[src/rtl/leaf_port_adapter_pkg.sv]
// leaf_port_adapter_pkg: default packet geometry and field positions for leaf network packets.
package leaf_port_adapter_pkg;
   localparam int LP_PAYLOAD_SZ = 43;
   localparam int LP_ADDR_SZ    = 5;
   localparam int LP_P_SZ       = 1 + LP_ADDR_SZ + LP_PAYLOAD_SZ;
   localparam int VALID_IDX     = LP_P_SZ - 1;
   localparam int ADDR_HI       = LP_P_SZ - 2;
   localparam int ADDR_LO       = LP_PAYLOAD_SZ;
   localparam int PAYLOAD_HI    = LP_PAYLOAD_SZ - 1;
   localparam int PAYLOAD_LO    = 0;
endpackage

[src/rtl/leaf_sync_fifo.sv]
// leaf_sync_fifo: synchronous FIFO with wrap-bit pointers and a combinational head.
module leaf_sync_fifo #(
   parameter int W     = 8,
   parameter int DEPTH = 4
) (
   input  logic         clk,
   input  logic         reset,
   input  logic         push_i,
   input  logic         pop_i,
   input  logic [W-1:0] din_i,
   output logic [W-1:0] head_o,
   output logic         full_o,
   output logic         empty_o
);
   localparam int AW = $clog2(DEPTH);
   logic [AW:0]  wr_q, wr_d, rd_q, rd_d;
   logic [W-1:0] mem_q [DEPTH];
   logic         do_push, do_pop;
   assign full_o  = (wr_q[AW] != rd_q[AW]) && (wr_q[AW-1:0] == rd_q[AW-1:0]);
   assign empty_o = wr_q == rd_q;
   assign do_pop  = pop_i && !empty_o;
   // a pop frees the slot the write lands in, so full-with-pop still accepts
   assign do_push = push_i && (!full_o || do_pop);
   assign head_o  = mem_q[rd_q[AW-1:0]];
   assign wr_d    = wr_q + {{AW{1'b0}}, do_push};
   assign rd_d    = rd_q + {{AW{1'b0}}, do_pop};
   always_ff @(posedge clk or negedge reset) begin
      if (!reset) begin
         wr_q <= '0;
         rd_q <= '0;
      end else begin
         wr_q <= wr_d;
         rd_q <= rd_d;
      end
   end
   always_ff @(posedge clk) begin
      if (do_push) mem_q[wr_q[AW-1:0]] <= din_i;
   end
endmodule

[src/rtl/leaf_port_adapter.sv]
// leaf_port_adapter: PE-side adapter to a leaf network port with TX resend and RX buffering.
module leaf_port_adapter
   import leaf_port_adapter_pkg::*;
#(
   parameter int P_SZ       = LP_P_SZ,
   parameter int PAYLOAD_SZ = LP_PAYLOAD_SZ,
   parameter int ADDR_SZ    = LP_ADDR_SZ,
   parameter int TX_DEPTH   = 4,
   parameter int RX_DEPTH   = 8
) (
   input  logic                  clk,
   input  logic                  reset,
   input  logic                  tx_valid,
   output logic                  tx_ready,
   input  logic [ADDR_SZ-1:0]    tx_addr,
   input  logic [PAYLOAD_SZ-1:0] tx_payload,
   output logic [P_SZ-1:0]       dout_leaf,
   input  logic                  resend,
   input  logic [P_SZ-1:0]       din_leaf,
   output logic                  rx_valid,
   input  logic                  rx_ready,
   output logic [PAYLOAD_SZ-1:0] rx_payload,
   output logic                  rx_overflow
);
   localparam int E_SZ = ADDR_SZ + PAYLOAD_SZ;
   logic [E_SZ-1:0] tx_head;
   logic [P_SZ-1:0] dout_q, dout_d;
   logic            tx_full, tx_empty, tx_pop, hold;
   logic            rx_full, rx_empty, rx_push, rx_pop;
   logic            ovf_q, ovf_d;
   logic            unused_din_addr;
   assign tx_ready = !tx_full;
   // dout_q doubles as the last sent packet; its valid bit is last_valid
   assign hold     = resend && dout_q[P_SZ-1];
   assign tx_pop   = !hold && !tx_empty;
   assign dout_d   = hold ? dout_q : tx_empty ? '0 : {1'b1, tx_head};
   assign rx_push  = din_leaf[P_SZ-1];
   assign rx_valid = !rx_empty;
   assign rx_pop   = rx_valid && rx_ready;
   assign ovf_d    = ovf_q || (rx_push && rx_full && !rx_pop);
   assign unused_din_addr = ^din_leaf[P_SZ-2:PAYLOAD_SZ];
   leaf_sync_fifo #(.W(E_SZ), .DEPTH(TX_DEPTH)) u_tx_fifo (
      .clk     (clk),
      .reset   (reset),
      .push_i  (tx_valid && tx_ready),
      .pop_i   (tx_pop),
      .din_i   ({tx_addr, tx_payload}),
      .head_o  (tx_head),
      .full_o  (tx_full),
      .empty_o (tx_empty)
   );
   leaf_sync_fifo #(.W(PAYLOAD_SZ), .DEPTH(RX_DEPTH)) u_rx_fifo (
      .clk     (clk),
      .reset   (reset),
      .push_i  (rx_push),
      .pop_i   (rx_pop),
      .din_i   (din_leaf[PAYLOAD_SZ-1:0]),
      .head_o  (rx_payload),
      .full_o  (rx_full),
      .empty_o (rx_empty)
   );
   always_ff @(posedge clk or negedge reset) begin
      if (!reset) begin
         dout_q <= '0;
         ovf_q  <= 1'b0;
      end else begin
         dout_q <= dout_d;
         ovf_q  <= ovf_d;
      end
   end
   assign dout_leaf   = dout_q;
   assign rx_overflow = ovf_q;
endmodule

[config.mk]
export PLATFORM = sky130hd
export DESIGN_NAME = leaf_port_adapter
export DESIGN_NICKNAME = d
export VERILOG_FILES = /design/src/rtl/leaf_port_adapter_pkg.sv /design/src/rtl/leaf_sync_fifo.sv /design/src/rtl/leaf_port_adapter.sv
export SDC_FILE = /design/constraint.sdc
export NUM_CORES = 1
export LEC_CHECK = 0
export CAP_MARGIN = 20
export CORE_UTILIZATION = 62
export CTS_BUF_LIST = sky130_fd_sc_hd__clkbuf_2 sky130_fd_sc_hd__clkbuf_4 sky130_fd_sc_hd__clkbuf_8
export DETAILED_ROUTE_END_ITERATION = 10
export PLACE_DENSITY = 0.92
export SETUP_SLACK_MARGIN = 0.1
export SYNTH_ARGS = -nofsm -noshare
export SYNTH_HDL_FRONTEND = slang
export SYNTH_HIERARCHICAL = 1
export SYNTH_SLANG_ARGS = --single-unit
[constraint.sdc]
create_clock -name clk -period 19.8 [get_ports clk]
set_input_delay 3.96 -clock clk [delete_from_list [all_inputs] [get_ports clk]]
set_output_delay 3.96 -clock clk [all_outputs]
set_load 0.02 [all_outputs]
==> impl_metrics.env <==
export IMPL_cts_tree="yes"
export IMPL_hp_class="reg2reg"
export IMPL_dp_final_hpwl_um=25600
export IMPL_ios=197
export IMPL_viasPerCell=6.10
export IMPL_p_leak_uw=0.00914
export IMPL_grt_pass1_vias=12000
export IMPL_yosysWarnings=6
export IMPL_port_buffers=191
export IMPL_reg2reg_depth=8
export IMPL_synthArstFlopShare_pct=10.7
export IMPL_vdd_drop_max_v=0.000116
export IMPL_critPathMaxFanout=34
export IMPL_coreArea_um2=36500
export IMPL_die_w_um=195
export IMPL_use_met1_pct=32.7
export IMPL_ctsHoldBuffers=0
export IMPL_r2r_start="u_rx_fifo/rd_q[0]"
export IMPL_ys_seq_area_share_pct=77.0
export IMPL_finalSetupViolCount=0
export IMPL_arrival_ns=3.87
export IMPL_rows=70
export IMPL_cts_setup_buffers=0
export IMPL_cp_cell_sequence="buf_4 -> buf_12 -> mux4_2 -> mux2_4 -> clkdlybuf4s50_1"
export IMPL_syn_to_final_growth_pct=18.5
export IMPL_worst_pin_slew_ns=1.01
export IMPL_grt_busiest_layer="met2"
export IMPL_grt_pass1_wl_um=71500
export IMPL_clock_sinks=600
export IMPL_grt_remaining_overflow=0
export IMPL_slowest_stage="dfrtp_4"
export IMPL_crit_type="reg2out"
export IMPL_drtAntennaViolNets=0
export IMPL_dr_pass1_iters=7
export IMPL_wl_per_cell_um=25.3
export IMPL_cp_start_kind="register"
export IMPL_synth_cells=1047
export IMPL_status="finished, final reports clean"
export IMPL_power_density_nw_per_um2=158
export IMPL_startpoint="u_rx_fifo/rd_q[1]"
export IMPL_synth_nets=1157
export IMPL_gp_congestion=0.748
export IMPL_ys_ff_latch=600
export IMPL_fin_nets=1406
export IMPL_skew_ns=0.0174
export IMPL_grt_setup_unrepaired="false"
export IMPL_hold_viol_final=0
export IMPL_period_share_pct=39.6
export IMPL_synth_cell_type_count=35
export IMPL_clockBufferDepth=3
export IMPL_setup_slack_ns=11.97
export IMPL_htreeDepth=3
export IMPL_slowest_delay_ns=0.87
export IMPL_grt_start_max_net_pins=80
export IMPL_layout_common_cells="edfxtp_1 (536), clkdlybuf4s50_1 (189), mux4_2 (131)"
export IMPL_hold_start="rx_overflow"
export IMPL_drc=0
export IMPL_routed_wl_um=46500
export IMPL_num_vias=11200
export IMPL_drt_iter0_drc=966
export IMPL_synth_ff_type="edfxtp_1"
export IMPL_fillers=1891
export IMPL_synth_edf_count=536
export IMPL_slew_violations=0
export IMPL_met2_usage_pct=43.6
export IMPL_cts_root_buf="clkbuf_8"
export IMPL_fmax_mhz=128
export IMPL_post_cts_resized=0
export IMPL_synthesis_area_um2=23000
export IMPL_die_h_um=195
export IMPL_cts_buffers=90
export IMPL_dieArea_um2=37800
export IMPL_track_usage_pct=25.6
export IMPL_end_kind="primary output"
export IMPL_start_util_pct=62.9
export IMPL_antenna_found_initial=1
export IMPL_worstPathRequired_ns=15.84
export IMPL_drive_above_1_share_pct=27.0
export IMPL_timing_final_crit_period_ns=7.83
export IMPL_holdWs_ns=0.488
export IMPL_mostFrequentLayoutCell="edfxtp_1"
export IMPL_min_path_cells=1
export IMPL_dp_cells=1669
export IMPL_slew_headroom_pct=32.5
export IMPL_grtUsageMet3_pct=6.61
export IMPL_drv_cap=0
export IMPL_avgSynthCellArea_um2=21.9
export IMPL_insertion_delay_ns=0.65
export IMPL_final_cells=1838
export IMPL_path_clk_slew_ns=0.06
export IMPL_dp_slack_ns=12.41
export IMPL_setup_tns_ns=0
## state kept, by name (all words and copies together) (netlist names)
register,count
rx_overflow,1
u_rx_fifo/wr_q,4
dout_leaf,49
u_rx_fifo/rd_q,4
u_tx_fifo/wr_q,3
u_tx_fifo/mem_q,192
u_rx_fifo/mem_q,344
u_tx_fifo/rd_q,3
## final cells by class
cell class | instances | area [µm²] | area share, %
antenna | 1 | 2.50 | 0.00919
clock inverter | 36 | 225 | 0.827
clock buffer | 129 | 1580 | 5.79
tap | 468 | 586 | 2.15
multi-input combinational | 385 | 4980 | 18.3
inverter | 4 | 15.0 | 0.0552
timing repair buffer | 215 | 2120 | 7.81
sequential | 600 | 17700 | 65.1
## cell usage after synthesis, drive strengths merged, types with 2 or more instances
| cell | n | area share (%) |
|---|---|---|
| edfxtp | 536 | 70 |
| mux4 | 134 | 13 |
| dfrtp | 64 | 7.0 |
| nand3 | 53 | 1.2 |
| nand2b | 49 | 1.3 |
| o21ai | 48 | 1.0 |
| buf | 46 | 1.5 |
| mux2 | 43 | 2.5 |
| clkbuf | 12 | 0.20 |
| xor2 | 9 | 0.34 |
| a21oi | 8 | 0.17 |
| ha | 8 | 0.44 |
| nand2 | 6 | 0.098 |
| nor2b | 6 | 0.16 |
| xnor2 | 4 | 0.15 |
| inv | 3 | 0.049 |
| nor2 | 3 | 0.049 |
| nor3 | 3 | 0.065 |
| nor3b | 3 | 0.098 |
| and2 | 2 | 0.065 |
## critical path, delay by kind of cell (launching register included)
| kind | cells | cell delay, ns |
|---|---|---|
| buffers and inverters | 3 | 1.46 |
| flip-flops | 1 | 0.87 |
| multiplexers | 2 | 0.86 |
## kinds of logic (layout without fill, tap and decap cells)
group / after synthesis / in the layout / share of synthesized area (%)
other: 0 / 1 / 0
AOI/OAI and AO/OA: 60 / 60 / 1.39
DFF: 600 / 600 / 77.0
adders and majority gates: 8 / 8 / 0.436
muxes: 177 / 177 / 15.7
and+or+nand+nor: 127 / 127 / 3.15
xor gates and xnor gates: 13 / 13 / 0.496
buffers and inverters: 62 / 384 / 1.80
## metrics by stage
step / area [µm²] / power, µW / utilization [%]
6_report: 27200 / 4310 / 74.5
3_3_place_gp: 25300 / 3270 / 69.4
5_1_grt: 27200 / 4500 / 74.5
3_5_place_dp: 25400 / 3330 / 69.4
2_1_floorplan: 23000 / 2820 / -
4_1_cts: 27200 / 4340 / 74.4
## power by group
part / switching (µW) / total [µW] / internal (µW)
Sequential: 157 / 1830 / 1680
Clock: 455 / 995 / 540
Combinational: 754 / 1480 / 730
## final timing paths
path | end | slack (ns)
hold reg to reg | rx_overflow | 0.49
hold / removal | rx_overflow | 0.49
setup reg to reg | u_rx_fifo/mem_q[7][5] | 15.16
setup / recovery | rx_payload[25] | 11.97
min in group asynchronous | dout_leaf[25] | 3.45
max in group asynchronous | u_rx_fifo/rd_q[2] | 15.63
## metal layers
layer,vias to the layer above,share of wire (%)
met3,54,9.0
met4,0,1.5
met1,5819,37
met5,-,0
met2,535,52
li1,4799,-
Power figures use the tool's default switching activity.
